--- config.mk ---
export PLATFORM = sky130hd
export DESIGN_NAME = keypad_scan
export DESIGN_NICKNAME = d
export VERILOG_FILES = /design/src/rtl/keypad_scan.sv
export SDC_FILE = /design/constraint.sdc
export NUM_CORES = 1
export LEC_CHECK = 0
export ABC_AREA = 0
export ABC_CLOCK_PERIOD_IN_PS = 13200
export BUFFER_PORTS_ARGS = -buffer_cell sky130_fd_sc_hd__buf_2
export CAP_MARGIN = 20
export CORE_MARGIN = 3
export CORE_UTILIZATION = 40
export DETAILED_ROUTE_END_ITERATION = 12
export PLACE_DENSITY = 0.62
export SYNTH_ARGS = -nofsm -noshare
export SYNTH_HDL_FRONTEND = slang
export SYNTH_SLANG_ARGS = --single-unit
--- constraint.sdc ---
create_clock -name clk -period 13.2 [get_ports clk]
set_clock_uncertainty 0.05 [all_clocks]
set_input_delay 1.98 -clock clk [delete_from_list [all_inputs] [get_ports clk]]
set_output_delay 1.98 -clock clk [all_outputs]
set_load 0.02 [all_outputs]
--- src/rtl/keypad_scan.sv ---
// 4x4 keypad matrix scanner: column drive, row synchronizer, frame-based debounce
// and a small key-code FIFO with falling-edge read strobe.
module keypad_scan #(
    parameter int SCAN_DIV   = 50000,
    parameter int DEB_FRAMES = 4,
    parameter int FIFO_DEPTH = 4
) (
    input  logic       clk,
    input  logic       rst,
    input  logic [3:0] row_in,
    output logic [3:0] col_out,
    input  logic       rdn,
    output logic [4:0] keyCode,
    output logic       keyReady,
    output logic       overflow
);

    localparam int CNT_W = (SCAN_DIV > 1) ? $clog2(SCAN_DIV) : 1;
    localparam int DEB_W = $clog2(DEB_FRAMES + 2);
    localparam int AW    = $clog2(FIFO_DEPTH);

    typedef enum logic [1:0] {
        S_IDLE,
        S_CAND,
        S_HELD,
        S_REL
    } state_t;

    logic [3:0]       r_sync1, r_sync2;
    logic [CNT_W-1:0] r_scan_cnt;
    logic [1:0]       r_col_idx;
    logic [3:0]       r_col_out;
    logic [15:0]      r_frame;

    state_t           r_state;
    logic [DEB_W-1:0] r_deb_cnt;
    logic [3:0]       r_cand;

    logic [3:0]       r_mem [FIFO_DEPTH];
    logic [AW-1:0]    r_wptr, r_rptr;
    logic [AW:0]      r_count;
    logic             r_rdn_q;
    logic             r_overflow;

    logic             w_slot_end, w_frame_done;
    logic [1:0]       w_col_nxt;
    logic [15:0]      w_frame_full;
    logic [4:0]       w_ones;
    logic [3:0]       w_code;
    logic             w_single, w_none;
    logic [DEB_W-1:0] w_cnt_inc;
    logic             w_deb_done;
    logic             w_push, w_pop, w_wr, w_full, w_empty;

    always_ff @(posedge clk) begin
        if (rst) begin
            r_sync1 <= 4'hF;
            r_sync2 <= 4'hF;
        end else begin
            r_sync1 <= row_in;
            r_sync2 <= r_sync1;
        end
    end

    assign w_slot_end   = (r_scan_cnt == CNT_W'(SCAN_DIV - 1));
    assign w_frame_done = w_slot_end && (r_col_idx == 2'd3);
    assign w_col_nxt    = r_col_idx + 2'd1;

    // Frame bit index {row, col} doubles as the 4-bit key code.
    always_comb begin
        w_frame_full = r_frame;
        for (int unsigned r = 0; r < 4; r++) begin
            if (!r_sync2[r]) w_frame_full[{r[1:0], r_col_idx}] = 1'b1;
        end
    end

    always_comb begin
        w_ones = '0;
        w_code = '0;
        for (int unsigned i = 0; i < 16; i++) begin
            if (w_frame_full[i]) begin
                w_ones = w_ones + 5'd1;
                w_code = i[3:0];
            end
        end
    end

    assign w_single = (w_ones == 5'd1);
    assign w_none   = (w_ones == 5'd0);

    always_ff @(posedge clk) begin
        if (rst) begin
            r_scan_cnt <= '0;
            r_col_idx  <= '0;
            r_col_out  <= 4'b1110;
            r_frame    <= '0;
        end else if (w_slot_end) begin
            r_scan_cnt <= '0;
            r_col_idx  <= w_col_nxt;
            r_col_out  <= ~(4'b0001 << w_col_nxt);
            r_frame    <= w_frame_done ? '0 : w_frame_full;
        end else begin
            r_scan_cnt <= r_scan_cnt + CNT_W'(1);
        end
    end

    assign w_cnt_inc  = r_deb_cnt + DEB_W'(1);
    assign w_deb_done = (w_cnt_inc >= DEB_W'(DEB_FRAMES));
    assign w_push     = w_frame_done && (r_state == S_CAND) && w_single
                        && (w_code == r_cand) && w_deb_done;

    always_ff @(posedge clk) begin
        if (rst) begin
            r_state   <= S_IDLE;
            r_deb_cnt <= '0;
            r_cand    <= '0;
        end else if (w_frame_done) begin
            case (r_state)
                S_IDLE: begin
                    if (w_single) begin
                        r_cand    <= w_code;
                        r_deb_cnt <= DEB_W'(1);
                        r_state   <= S_CAND;
                    end
                end
                S_CAND: begin
                    if (w_single && (w_code == r_cand)) begin
                        r_deb_cnt <= w_cnt_inc;
                        if (w_deb_done) r_state <= S_HELD;
                    end else if (w_single) begin
                        r_cand    <= w_code;
                        r_deb_cnt <= DEB_W'(1);
                    end else begin
                        r_state <= S_IDLE;
                    end
                end
                S_HELD: begin
                    if (w_none) begin
                        r_deb_cnt <= DEB_W'(1);
                        r_state   <= S_REL;
                    end
                end
                S_REL: begin
                    if (w_none) begin
                        r_deb_cnt <= w_cnt_inc;
                        if (w_deb_done) r_state <= S_IDLE;
                    end else begin
                        r_state <= S_HELD;
                    end
                end
                default: r_state <= S_IDLE;
            endcase
        end
    end

    assign w_empty = (r_count == '0);
    assign w_full  = (r_count == (AW + 1)'(FIFO_DEPTH));
    assign w_pop   = r_rdn_q && !rdn && !w_empty;
    // A full FIFO still accepts a push when a pop frees the head in the same cycle.
    assign w_wr    = !rst && w_push && (!w_full || w_pop);

    always_ff @(posedge clk) begin
        if (w_wr) r_mem[r_wptr] <= r_cand;
    end

    always_ff @(posedge clk) begin
        if (rst) begin
            r_wptr     <= '0;
            r_rptr     <= '0;
            r_count    <= '0;
            r_rdn_q    <= 1'b1;
            r_overflow <= 1'b0;
        end else begin
            r_rdn_q <= rdn;
            if (w_pop) r_rptr <= r_rptr + AW'(1);
            if (w_wr)  r_wptr <= r_wptr + AW'(1);
            if (w_wr && !w_pop)      r_count <= r_count + (AW + 1)'(1);
            else if (w_pop && !w_wr) r_count <= r_count - (AW + 1)'(1);
            if (w_push && w_full && !w_pop) r_overflow <= 1'b1;
        end
    end

    always_comb begin
        col_out  = r_col_out;
        keyReady = !w_empty;
        keyCode  = w_empty ? 5'h00 : {1'b0, r_mem[r_rptr]};
        overflow = r_overflow;
    end

endmodule
Word level (Yosys, flattened, before mapping)
Memories as Yosys holds them, arrays and structs flattened. A register that Yosys moved wholly into a read port is not among the register bits.
Index checks and enable logic that the tools add are counted.
Word-level totals
  register bits: 64
  RAM bits: 16
  output and inout bits: 11
  word-level logic and storage cells: 168
  memories kept: 1
Memories
  r_mem: words 4, bits a word 4, rd ports 1, clocked after Yosys merged registers in 1, wr ports 1, RTL line 39  | logic [3:0] r_mem [FIFO_DEPTH];
Cells by class
  add/sub/neg operators: 22
  magnitude comparators: 9
  equality and inequality tests: 15
  shifts and indexed selects: 1
  muxes and demuxes: 67
  bitwise operators: 5
  reduce and logical (&&, ||, !) cells: 34
Operator list (count)
  $mux 16: 5
  $add 5x1->5 const B: 15
  $mux 5: 15
  $mux 4: 17
  $logic_and 1x1->1: 18
  $mux 2: 9
  $mux 3: 6
  $add 16x1->16 const B: 1
  $eq 16x16->1 const B: 1
  $or 16x12->16: 1
  $or 16x16->16: 1
  $or 16x4->16: 1
  $or 16x8->16: 1
  $pmux 3 s4: 1
  $lt 4x5->1 const B: 2
  $demux 1 s2: 4
  $ge 4x1->1 const B: 2
  $mux 1: 8
  $ne 2x2->1 const B: 4
  $pmux 2 s4: 1
  $pmux 4 s2: 1
  $add 2x1->2 const B: 3
  $add 3x1->3 const B: 2
  $eq 2x2->1 const B: 3
  other kinds (23): 31

Depth between registers and ports, before layout
Gate-level depths: netlist of the first run.
  depth after elaboration: 53
  depth in mapped cells: 56
  mapped depth without buffers: 56

Worst setup path after synthesis of the first run
OpenSTA, ideal clock, no wires.
  path type: reg2reg
  start point: reg r_col_idx[0]
  end point: reg r_count[2]
  setup time: 0.071 ns
  arrival: 10.158 ns
  required time: 13.079 ns
  path slack: 2.922 ns
  cell stages (with the launch flop): 57
  path buffers: 1
  period minus slack after synthesis: 10.278 ns
  cells stage by stage: dfxtp_1 > inv_1 > ha_1 > buf_2 > nor2b_1 > o22a_1 > or2_2 > ha_1 > o21bai_1 > o31ai_1 > inv_1 > ha_1 > nand2_1 > o21ai_0 > ha_1 > a22oi_1 > o21ai_0 > ha_1 > (+21 left out) > ha_1 > nand2_1 > nand2_1 > ha_1 > nand2_1 > xnor2_1 > xnor2_1 > nand4b_1 > nor2_1 > mux2_1 > mux2i_2 > nor4_2 > ha_1 > inv_1 > fa_1 > xor2_1 > or3_1 > a21oi_1
On the way
  cells in the longest elaborated chain, start to end: 52
  elaborated cells between the ends (all ways): 89
  those cells by class: add/sub (15); order compare (8); eq/ne (3); mux (44); bitwise (4); reduce/logical (15)
Ends and longest elaborated chain
  from (decl): RTL line 31  | logic [1:0] r_col_idx;
  from (signal assigned): RTL line 99  | r_col_idx <= w_col_nxt;
  $lt 2x5->1 (not written as such) / $ge 2x1->1 (equally long branches): RTL line 73  | if (!r_sync2[r]) w_frame_full[{r[1:0], r_col_idx}] = 1'b1;
  $logic_and 1x1->1 (not written as such): RTL line 73
  $mux 1 (not written as such): RTL line 73
  $demux 1 s2: RTL line 73
  $or 16x4->16 (no line)
  $mux 16: RTL line 73
  $or 16x8->16 (no line)
  $mux 16: RTL line 73
  (+35 left out)
  $eq 5x1->1: RTL line 88  | assign w_single = (w_ones == 5'd1);
  $logic_and 1x1->1: RTL line 109  | assign w_push = w_frame_done && (r_state == S_CAND) && w_single
  $logic_and 1x1->1 (*) (2 in a row): RTL line 110  | && (w_code == r_cand) && w_deb_done;
  $logic_and 1x1->1 (*) (2 in a row): RTL line 160  | assign w_wr = !rst && w_push && (!w_full || w_pop);
  named net w_wr: RTL line 53  | logic w_push, w_pop, w_wr, w_full, w_empty;
  $logic_not 1->1: RTL line 178  | else if (w_pop && !w_wr) r_count <= r_count - (AW + 1)'(1);
  $logic_and 1x1->1: RTL line 178
  $reduce_bool 2->1 (no line)
  to (signal assigned): RTL line 177  | if (w_wr && !w_pop) r_count <= r_count + (AW + 1)'(1);
  to (signal assigned): RTL line 178
  to (decl): RTL line 41  | logic [AW:0] r_count;
The timed path passes the listed nets; every way through them passes the cells marked *.
A chain may end at the register's enable or synchronous reset.

Final worst setup path of the first run
Same ends and word-level chain as after synthesis.

==> impl_metrics.env, run 1 <==
export IMPL_status="finished clean"
export IMPL_hold_slack_ps=357
export IMPL_async_flop_share_pct=0
export IMPL_syn_avg_cell_area_um2=8.75
export IMPL_power_uw=573
export IMPL_htreeDepth=3
export IMPL_fin_ws_ps=1520
export IMPL_numClockSinks=82
export IMPL_grt_max_degree=33
export IMPL_vias_per_cell=5.47
export IMPL_ys_warnings_count=0
export IMPL_path_clk_slew_ps=60
export IMPL_ir_worst_vdd_uv=125
export IMPL_slew_headroom_pct=45.8
export IMPL_drtIter0Drc=262
export IMPL_worstMarginPinSlew_ps=807
export IMPL_drive_gt1_share_pct=11.3
export IMPL_share_comb_of_total_power_pct=6.2
export IMPL_netlist_area_um2=5330
export IMPL_cts_buffers=9
export IMPL_p_switching_uw=118
export IMPL_synthesis_nets=645
export IMPL_cp_max_fo=14
export IMPL_p_clk_share_pct=48.8
export IMPL_ant_nets=0
export IMPL_dp_slack_ps=1590
export IMPL_root_buffer="clkbuf_16"
export IMPL_synth_seq_area_share_pct=33.8
export IMPL_diodes=0
export IMPL_routedWlPerCell_um=14.3
export IMPL_cts_resized_gates=0
export IMPL_synth_cell_types=74
export IMPL_drv_cap=0
export IMPL_coreArea_um2=12800
export IMPL_first_pass_iters=5
export IMPL_die_y_um=121
export IMPL_vias=4340
export IMPL_critPathMaxStageDelay_ps=440
export IMPL_fin_crit_ps=11680
export IMPL_clkLatencyLatePin_ps=330
export IMPL_cp_data_required_time_ps=13410
export IMPL_slew_violations=0
export IMPL_start_kind="register"
export IMPL_power_frac_seq_pct=45.0
export IMPL_arrival_ps=11890
export IMPL_dieArea_um2=14700
export IMPL_antenna_found_initial=0
export IMPL_crit_slowest_cell="dfxtp_1"
export IMPL_leakagePower_nw=2.37
export IMPL_grt_pass1_wl_mm=19.9
export IMPL_hold_buffers=0
export IMPL_synth_ff_type="dfxtp_1"
export IMPL_netSwitchingFraction_pct=20.6
export IMPL_io_pins=18
export IMPL_cts_tree="yes"
export IMPL_start_util_pct=41.6
export IMPL_grt_usage_pct=16.4
export IMPL_cp_end_kind="register"
export IMPL_rsz0062_at_grt="false"
export IMPL_finalCritPeriodShare_pct=88.5
export IMPL_drc=0
export IMPL_p_per_area_nw_per_um2=97.4
export IMPL_clock_path_buffers=2
export IMPL_overflow=0
export IMPL_ys_ff_latch=82
export IMPL_rows=41
export IMPL_place_congestion=0.803
export IMPL_netlist_instances=609
export IMPL_synth_edf_count=16
export IMPL_setup_viol=0
export IMPL_worstHoldPathType="reg2reg"
export IMPL_port_buffers=16
export IMPL_post_dp_hpwl_mm=8.54
export IMPL_fin_tns_setup_ps=0
export IMPL_wl_mm=11.4
export IMPL_criticalPathCategory="reg2reg"
export IMPL_p_int_uw=455
export IMPL_path_common_cell="ha_1"
export IMPL_die_x_um=121
export IMPL_syn2layout_area_growth_pct=10.3
export IMPL_nets=652
export IMPL_grt_pass1_vias=4164
export IMPL_hold_viol=0
export IMPL_fmax_mhz=85.6
export IMPL_post_cts_buffers=0
[synth_stat cells (all sizes together) (5+ instances only)]
cell / instances / area, um^2
o211ai: 5 / 37.5
nor3: 15 / 75.1
a21oi: 25 / 129
nor2b: 13 / 81.3
a31oi: 21 / 131
a211oi: 6 / 45.0
and2: 7 / 43.8
xnor2: 38 / 367
o21ai: 31 / 155
nor4: 5 / 37.5
nand3: 20 / 100
nand4: 12 / 75.1
nand2: 54 / 203
nor2: 70 / 268
or2: 20 / 125
clkbuf: 14 / 52.6
dfxtp: 66 / 1320
buf: 6 / 31.3
ha: 28 / 350
inv: 29 / 109
and3: 9 / 56.3
a21o: 5 / 37.5
mux2i: 8 / 83.8
xor2: 24 / 236
xnor3: 5 / 113
edfxtp: 16 / 480
mux2: 5 / 60.1
[worst max-delay path, delay by kind of cell, from the launching register on]
family          cells  cell delay (ps)
mux                 4              750
fa+ha+maj          15             4620
buf+inv             4              330
flops               1              440
simple gates       17             2460
xor+xnor            4              840
compound gates     12             2090
[kinds of logic after synthesis]
logic type                 count (synthesis)  synth area share [%]
other                                      1                0.0704
DFF                                       82                  33.8
buffers and inverters                     50                  3.69
adders and majority gates                 30                  7.14
muxes                                     17                  4.39
and+or+nand+nor                          239                  22.0
AOI/OAI and AO/OA                        123                  15.5
xor gates and xnor gates                  67                  13.4
[metrics by stage]
step	utilization (%)	area (um^2)	instances
CTS	45.8	5880	793
finish	45.8	5880	793
global route	45.8	5880	793
floorplan	-	5330	609
global placement	43.2	5540	777
detailed placement	43.2	5540	777
[state kept, by name (all words and copies together) (netlist names), named ones only]
| name | cells |
|---|---|
| r_rdn_q | 1 |
| r_rptr | 2 |
| r_col_idx | 2 |
| r_count | 3 |
| overflow | 1 |
| r_sync1 | 4 |
| r_wptr | 2 |
| r_frame | 16 |
| r_mem | 16 |
| r_deb_cnt | 3 |
| r_state | 2 |
| col_out | 4 |
| r_scan_cnt | 16 |
| r_cand | 4 |
| r_sync2 | 4 |
[metal layers]
layer | vias up | track usage, % | share of wire, %
met3 | 17 | 2.28 | 3.5
met5 | - | 0 | 0
met2 | 86 | 25.6 | 44
li1 | 2173 | - | -
met4 | 0 | 5.74 | 1.7
met1 | 2064 | 23.1 | 50
[area by class of cell]
cell class / count / area (um^2)
clock buffer: 11 / 233
clock inverter: 5 / 103
fill: 1270 / 6950
inverter: 30 / 113
multi-input combinational: 477 / 3330
sequential: 82 / 1800
tap: 172 / 215
timing repair buffer: 16 / 80.1
[path summary, 6_finish.rpt]
kind	to	slack (ps)	startpoint	depth (start not counted)
worst max-delay path	r_count[2]	1520	r_col_idx[0]	56
worst max register to register	r_count[2]	1520	r_col_idx[0]	56
worst min register to register	r_sync2[1]	360	r_sync1[1]	1
worst min-delay path	r_sync2[1]	360	r_sync1[1]	1
[power groups by stage]
stage	registers (mW)	logic [mW]	clock network [mW]
2_1_floorplan	0.263	0.0285	0
3_3_place_gp	0.263	0.0343	0
3_5_place_dp	0.263	0.0350	0
4_1_cts	0.258	0.0352	0.286
5_1_grt	0.258	0.0400	0.296
6_report	0.258	0.0354	0.279
[placed cells by master (no fill, tap or decap), types with 3 or more instances in the layout]
cell	Yosys	routed
a21o_1	5	5
a21oi_1	24	24
mux4_2	4	4
nand2_1	54	54
xnor3_1	5	5
buf_2	4	16
and2_1	7	7
dfxtp_1	66	66
nand4b_1	3	3
a211oi_1	6	6
nor4_1	4	4
inv_1	28	28
o31ai_1	3	3
a32o_1	3	3
or2_2	18	18
mux2_2	3	3
ha_1	28	28
a31oi_1	21	21
and3_1	9	9
o211ai_1	5	5
a22oi_1	3	3
mux2i_1	7	7
nor3_1	15	15
o21ai_1	7	7
xor2_1	22	22
clkbuf_16	0	9
or3_1	3	3
edfxtp_1	16	16
bufinv_16	0	3
nor2_1	68	68
xnor2_1	35	35
nand3_1	20	20
nor2b_1	13	13
nand4_1	12	12
o21ai_0	24	24
(Power assumes the default switching activity.)
==> inputs of run 2 (changes only) <==
--- a/config.mk
+++ b/config.mk
@@ -6,13 +6,13 @@
 export NUM_CORES = 1
 export LEC_CHECK = 0
 export ABC_AREA = 0
-export ABC_CLOCK_PERIOD_IN_PS = 13200
 export BUFFER_PORTS_ARGS = -buffer_cell sky130_fd_sc_hd__buf_2
 export CAP_MARGIN = 20
 export CORE_MARGIN = 3
 export CORE_UTILIZATION = 40
 export DETAILED_ROUTE_END_ITERATION = 12
-export PLACE_DENSITY = 0.62
+export GPL_ROUTABILITY_DRIVEN = 0
+export PLACE_DENSITY = 0.65
 export SYNTH_ARGS = -nofsm -noshare
 export SYNTH_HDL_FRONTEND = slang
 export SYNTH_SLANG_ARGS = --single-unit
==> constraint.sdc (replaced) <==
create_clock -name clk -period 10.47 [get_ports clk]
set_clock_uncertainty 0.05 [all_clocks]
set_input_delay 1.5705 -clock clk [delete_from_list [all_inputs] [get_ports clk]]
set_output_delay 1.5705 -clock clk [all_outputs]
set_load 0.02 [all_outputs]
==> impl_metrics.env, run 2 (synthesis results as in run 1) <==
export IMPL_setup_viol=0
export IMPL_path_clk_slew_ps=60
export IMPL_p_per_area_nw_per_um2=112
export IMPL_nets=673
export IMPL_reg2reg_from="r_col_idx[1]"
export IMPL_place_area_um2=5630
export IMPL_worstMarginPinSlew_ps=695
export IMPL_status="finished clean"
export IMPL_slew_headroom_pct=53.3
export IMPL_vias_per_cell=5.46
export IMPL_post_dp_hpwl_mm=8.54
export IMPL_wl_mm=11.7
export IMPL_crit_end="r_count[2]"
export IMPL_power_uw=690
export IMPL_root_buffer="clkbuf_16"
export IMPL_hold_buffers=0
export IMPL_final_common_cell="nor2_1"
export IMPL_crit_slowest_cell="dfxtp_4"
export IMPL_start_util_pct=41.6
export IMPL_htreeDepth=3
export IMPL_syn2layout_area_growth_pct=15.8
export IMPL_die_y_um=121
export IMPL_top_regs="r_frame x16, r_mem x16, r_scan_cnt x16"
export IMPL_fin_crit_ps=10000
export IMPL_vias=4441
export IMPL_io_pins=18
export IMPL_path_common_cell="ha_1"
export IMPL_critPathMaxStageDelay_ps=380
export IMPL_fin_ws_ps=466
export IMPL_clkLatencyLatePin_ps=330
export IMPL_diodes=0
export IMPL_cp_data_required_time_ps=10680
export IMPL_die_x_um=121
export IMPL_rows=41
export IMPL_ir_worst_vdd_uv=101
export IMPL_grt_usage_pct=16.2
export IMPL_coreArea_um2=12800
export IMPL_final_cell_mix="68 x nor2_1, 65 x dfxtp_1, 50 x nand2_1"
export IMPL_worstHoldPathType="reg2reg"
export IMPL_grt_pass1_wl_mm=19.7
export IMPL_hold_viol=0
export IMPL_dp_slack_ps=-283
export IMPL_cts_buffers=9
export IMPL_ff2ff_setup_slack_ps=470
export IMPL_criticalPathCategory="reg2reg"
export IMPL_r2r_cells=53
export IMPL_clock_path_buffers=2
export IMPL_first_pass_iters=5
export IMPL_finalCritPeriodShare_pct=95.5
export IMPL_numClockSinks=82
export IMPL_cp_end_kind="register"
export IMPL_routedWlPerCell_um=14.4
export IMPL_grt_pass1_vias=4392
export IMPL_antenna_found_initial=0
export IMPL_ant_nets=0
export IMPL_leakagePower_nw=2.48
export IMPL_worstReg2RegEnd="r_count[2]"
export IMPL_drc=0
export IMPL_dieArea_um2=14700
export IMPL_port_buffers=16
export IMPL_grt_max_degree=33
export IMPL_overflow=0
export IMPL_slew_violations=0
export IMPL_drv_cap=0
export IMPL_fmax_mhz=100
export IMPL_cp_max_fo=5
export IMPL_cts_tree="yes"
export IMPL_arrival_ps=10210
export IMPL_final_cell_area_um2=6170
export IMPL_drtIter0Drc=264
export IMPL_drive_gt1_share_pct=18.8
export IMPL_start_kind="register"
export IMPL_cp_startpoint="r_col_idx[1]"
[run 2: cell count changes in the layout (fill, tap and decap cells not counted), moves of 3 or more]
cell	delta
ha_4	+5
nand2_2	+4
nand2_1	-4
ha_1	-6
buf_4	+21
o21ai_0	-3
[run 2: area by class of cell]
type / instances / area [um^2]
fill: 1258 / 6650
multi-input combinational: 477 / 3500
sequential: 82 / 1810
clock buffer: 11 / 243
timing repair buffer: 37 / 238
tap: 172 / 215
inverter: 30 / 116
clock inverter: 5 / 61.3
[run 2: per-layer routing]
metal | global-route usage [%] | up-vias | part of all wire [%]
li1 | - | 2216 | -
met3 | 4.10 | 19 | 2.7
met2 | 27.7 | 69 | 49
met1 | 20.1 | 2137 | 46
met5 | 0 | - | 0
met4 | 4.62 | 0 | 1.8
[run 2: repair_timing]
item                       in CTS  in global routing
buffers inserted                2                  7
setup endpoints to repair       2                 29
hold endpoints to repair        0                  0
gates resized for setup         5                 32
pin swaps                       4                 12
[run 2: worst min path at each step]
| stage | slack [ps] | start | endpoint | depth (start not counted) |
|---|---|---|---|---|
| floorplan | 340 | r_sync1[0] | r_sync2[0] | 1 |
| global placement | 340 | r_sync1[0] | r_sync2[0] | 1 |
| detailed placement | 350 | r_sync1[3] | r_sync2[3] | 1 |
| CTS | 360 | r_sync1[3] | r_sync2[3] | 1 |
| global route | 380 | r_sync1[1] | r_sync2[1] | 1 |
| finish | 360 | r_sync1[3] | r_sync2[3] | 1 |
[run 2: per-stage QoR]
| stage | utilization [%] | setup TNS (ps) | instances | hold slack, ps |
|---|---|---|---|---|
| finish | 48.1 | 0 | 814 | 358 |
| global route | 48.1 | -130 | 814 | 378 |
| CTS | 46.5 | 0 | 807 | 359 |
| detailed placement | 43.9 | -283 | 789 | 346 |
| global placement | 43.9 | 0 | 789 | 343 |
| floorplan | - | 0 | 609 | 339 |
[run 2: power by group]
group	internal, mW	leakage [nW]	switching (mW)	total [mW]
sequential	0.323	0.683	0.00201	0.325
clock	0.192	0.150	0.124	0.316
combinational	0.0197	1.65	0.0293	0.0490
[run 2: critical path: cells and delay by family, from the launching register on]
kind / cells / cell delay, ps
flops: 1 / 380
buf+inv: 4 / 360
compound gates: 16 / 2290
simple gates: 14 / 1910
xor+xnor: 2 / 420
mux: 3 / 660
fa+ha+maj: 14 / 3850
==> inputs of run 3 (changes only) <==
--- a/config.mk
+++ b/config.mk
@@ -6,13 +6,13 @@
 export NUM_CORES = 1
 export LEC_CHECK = 0
 export ABC_AREA = 0
-export BUFFER_PORTS_ARGS = -buffer_cell sky130_fd_sc_hd__buf_2
 export CAP_MARGIN = 20
 export CORE_MARGIN = 3
 export CORE_UTILIZATION = 40
 export DETAILED_ROUTE_END_ITERATION = 12
+export DONT_BUFFER_PORTS = 1
 export GPL_ROUTABILITY_DRIVEN = 0
-export PLACE_DENSITY = 0.65
+export PLACE_DENSITY = 0.63
 export SYNTH_ARGS = -nofsm -noshare
 export SYNTH_HDL_FRONTEND = slang
 export SYNTH_SLANG_ARGS = --single-unit
==> impl_metrics.env, run 3 (synthesis results as in run 1) <==
export IMPL_reg2reg_from="r_col_idx[0]"
export IMPL_final_cell_mix="68 x nor2_1, 64 x dfxtp_1, 52 x nand2_1"
export IMPL_vias_per_cell=5.40
export IMPL_fin_tns_setup_ps=0
export IMPL_drc=0
export IMPL_r2r_cells=55
export IMPL_criticalPathCategory="reg2reg"
export IMPL_wl_mm=11.6
export IMPL_hold_slack_ps=357
export IMPL_clkLatencyLatePin_ps=340
export IMPL_die_x_um=121
export IMPL_critPathMaxStageDelay_ps=370
export IMPL_post_dp_hpwl_mm=8.58
export IMPL_grt_pass1_wl_mm=19.5
export IMPL_routedWlPerCell_um=14.5
export IMPL_clock_path_buffers=2
export IMPL_start_util_pct=41.6
export IMPL_cts_buffers=9
export IMPL_nets=659
export IMPL_final_cell_count_no_fill=799
export IMPL_post_route_util_pct=47.2
export IMPL_path_buf_inv=4
export IMPL_cts_tree="yes"
export IMPL_p_per_area_nw_per_um2=111
export IMPL_start_kind="register"
export IMPL_path_common_cell="ha_1"
export IMPL_finalCritPeriodShare_pct=95.0
export IMPL_hold_start="r_sync1[3]"
export IMPL_fmax_mhz=100
export IMPL_io_pins=18
export IMPL_syn2layout_area_growth_pct=13.5
export IMPL_cp_max_fo=6
export IMPL_crit_slowest_cell="dfxtp_4"
export IMPL_hold_viol=0
export IMPL_grt_usage_pct=16.2
export IMPL_drv_cap=0
export IMPL_worstReg2RegEnd="r_count[2]"
export IMPL_slew_headroom_pct=50.3
export IMPL_overflow=0
export IMPL_coreArea_um2=12800
export IMPL_path_clk_slew_ps=60
export IMPL_hold_path_end="r_sync2[3]"
export IMPL_grt_max_degree=33
export IMPL_slew_violations=0
export IMPL_fin_crit_ps=9950
export IMPL_leakagePower_nw=2.41
export IMPL_diodes=0
export IMPL_root_buffer="clkbuf_16"
export IMPL_ant_nets=0
export IMPL_critical_path_top_delay_family="adder cells"
export IMPL_cp_data_required_time_ps=10680
export IMPL_dieArea_um2=14700
export IMPL_port_buffers=0
export IMPL_hold_depth=1
export IMPL_arrival_ps=10160
export IMPL_antenna_found_initial=0
export IMPL_status="finished clean"
export IMPL_die_y_um=121
export IMPL_rows=41
export IMPL_ff2ff_setup_slack_ps=520
export IMPL_first_pass_iters=7
export IMPL_grt_pass1_vias=4071
export IMPL_worstMarginPinSlew_ps=739
export IMPL_top_regs="r_frame x16, r_mem x16, r_scan_cnt x16"
export IMPL_cp_end_kind="register"
export IMPL_final_common_cell="nor2_1"
export IMPL_vias=4315
export IMPL_setup_viol=0
export IMPL_placed_cells=772
export IMPL_worstHoldPathType="reg2reg"
export IMPL_numClockSinks=82
export IMPL_drive_gt1_share_pct=16.4
export IMPL_ir_worst_vdd_uv=106
export IMPL_drtIter0Drc=232
export IMPL_htreeDepth=3
-- run 3: area by class of cell --
type,instances,area [um^2]
inverters,30,113
clock buffers,11,253
fillers,1211,6780
clock inverters,4,32.5
repair buffers,23,173
multi-input cells,477,3450
well taps,172,215
flip-flops and latches,82,1810
-- run 3: timing repair --
item | 4_1_cts | 5_1_grt
buffers inserted | 3 | 9
setup endpoints to repair | 1 | 27
pin swaps | 5 | 11
hold buffers | 0 | 0
gates resized for setup | 7 | 26
-- run 3: layer usage --
metal,global-route usage [%],vias up,share of wire [%]
li1,-,2195,-
met1,22.6,2003,50
met2,24.5,98,44
met3,3.82,19,3.9
met4,5.74,0,1.5
met5,0,-,0
-- run 3: where the power goes --
group          switching [mW]  internal (mW)  total [mW]
Clock                   0.130          0.175       0.304
Sequential            0.00200          0.323       0.325
Combinational          0.0265         0.0190      0.0455
Total                   0.158          0.516       0.674
-- run 3: worst register-to-register path: cells and delay by family, from the launching register on --
family,cells,cell delay [ps]
and+or+nand+nor,17,2100
adders and majority gates,15,4020
DFF,1,370
xor gates and xnor gates,3,530
muxes,4,830
buffers and inverters,4,270
AOI/OAI and AO/OA,12,1720
-- run 3: stage by stage --
stage          setup slack [ps]  power (mW)  area, um^2
6_report                    519       0.674        6050
5_1_grt                   -52.5       0.702        6050
4_1_cts                    4.59       0.678        5870
3_5_place_dp               -230       0.374        5540
3_3_place_gp                180       0.373        5540
2_1_floorplan               192       0.367        5330
-- run 3: worst max path at each step --
stage | from | endpoint | slack (ps) | cells past startpoint
floorplan | r_col_idx[0] | r_count[2] | 190 | 56
global placement | r_col_idx[1] | r_count[2] | 180 | 53
detailed placement | r_col_idx[1] | r_count[2] | -230 | 55
CTS | r_col_idx[0] | r_count[2] | 5 | 55
global route | r_col_idx[0] | r_count[2] | -50 | 55
finish | r_col_idx[0] | r_count[2] | 520 | 55
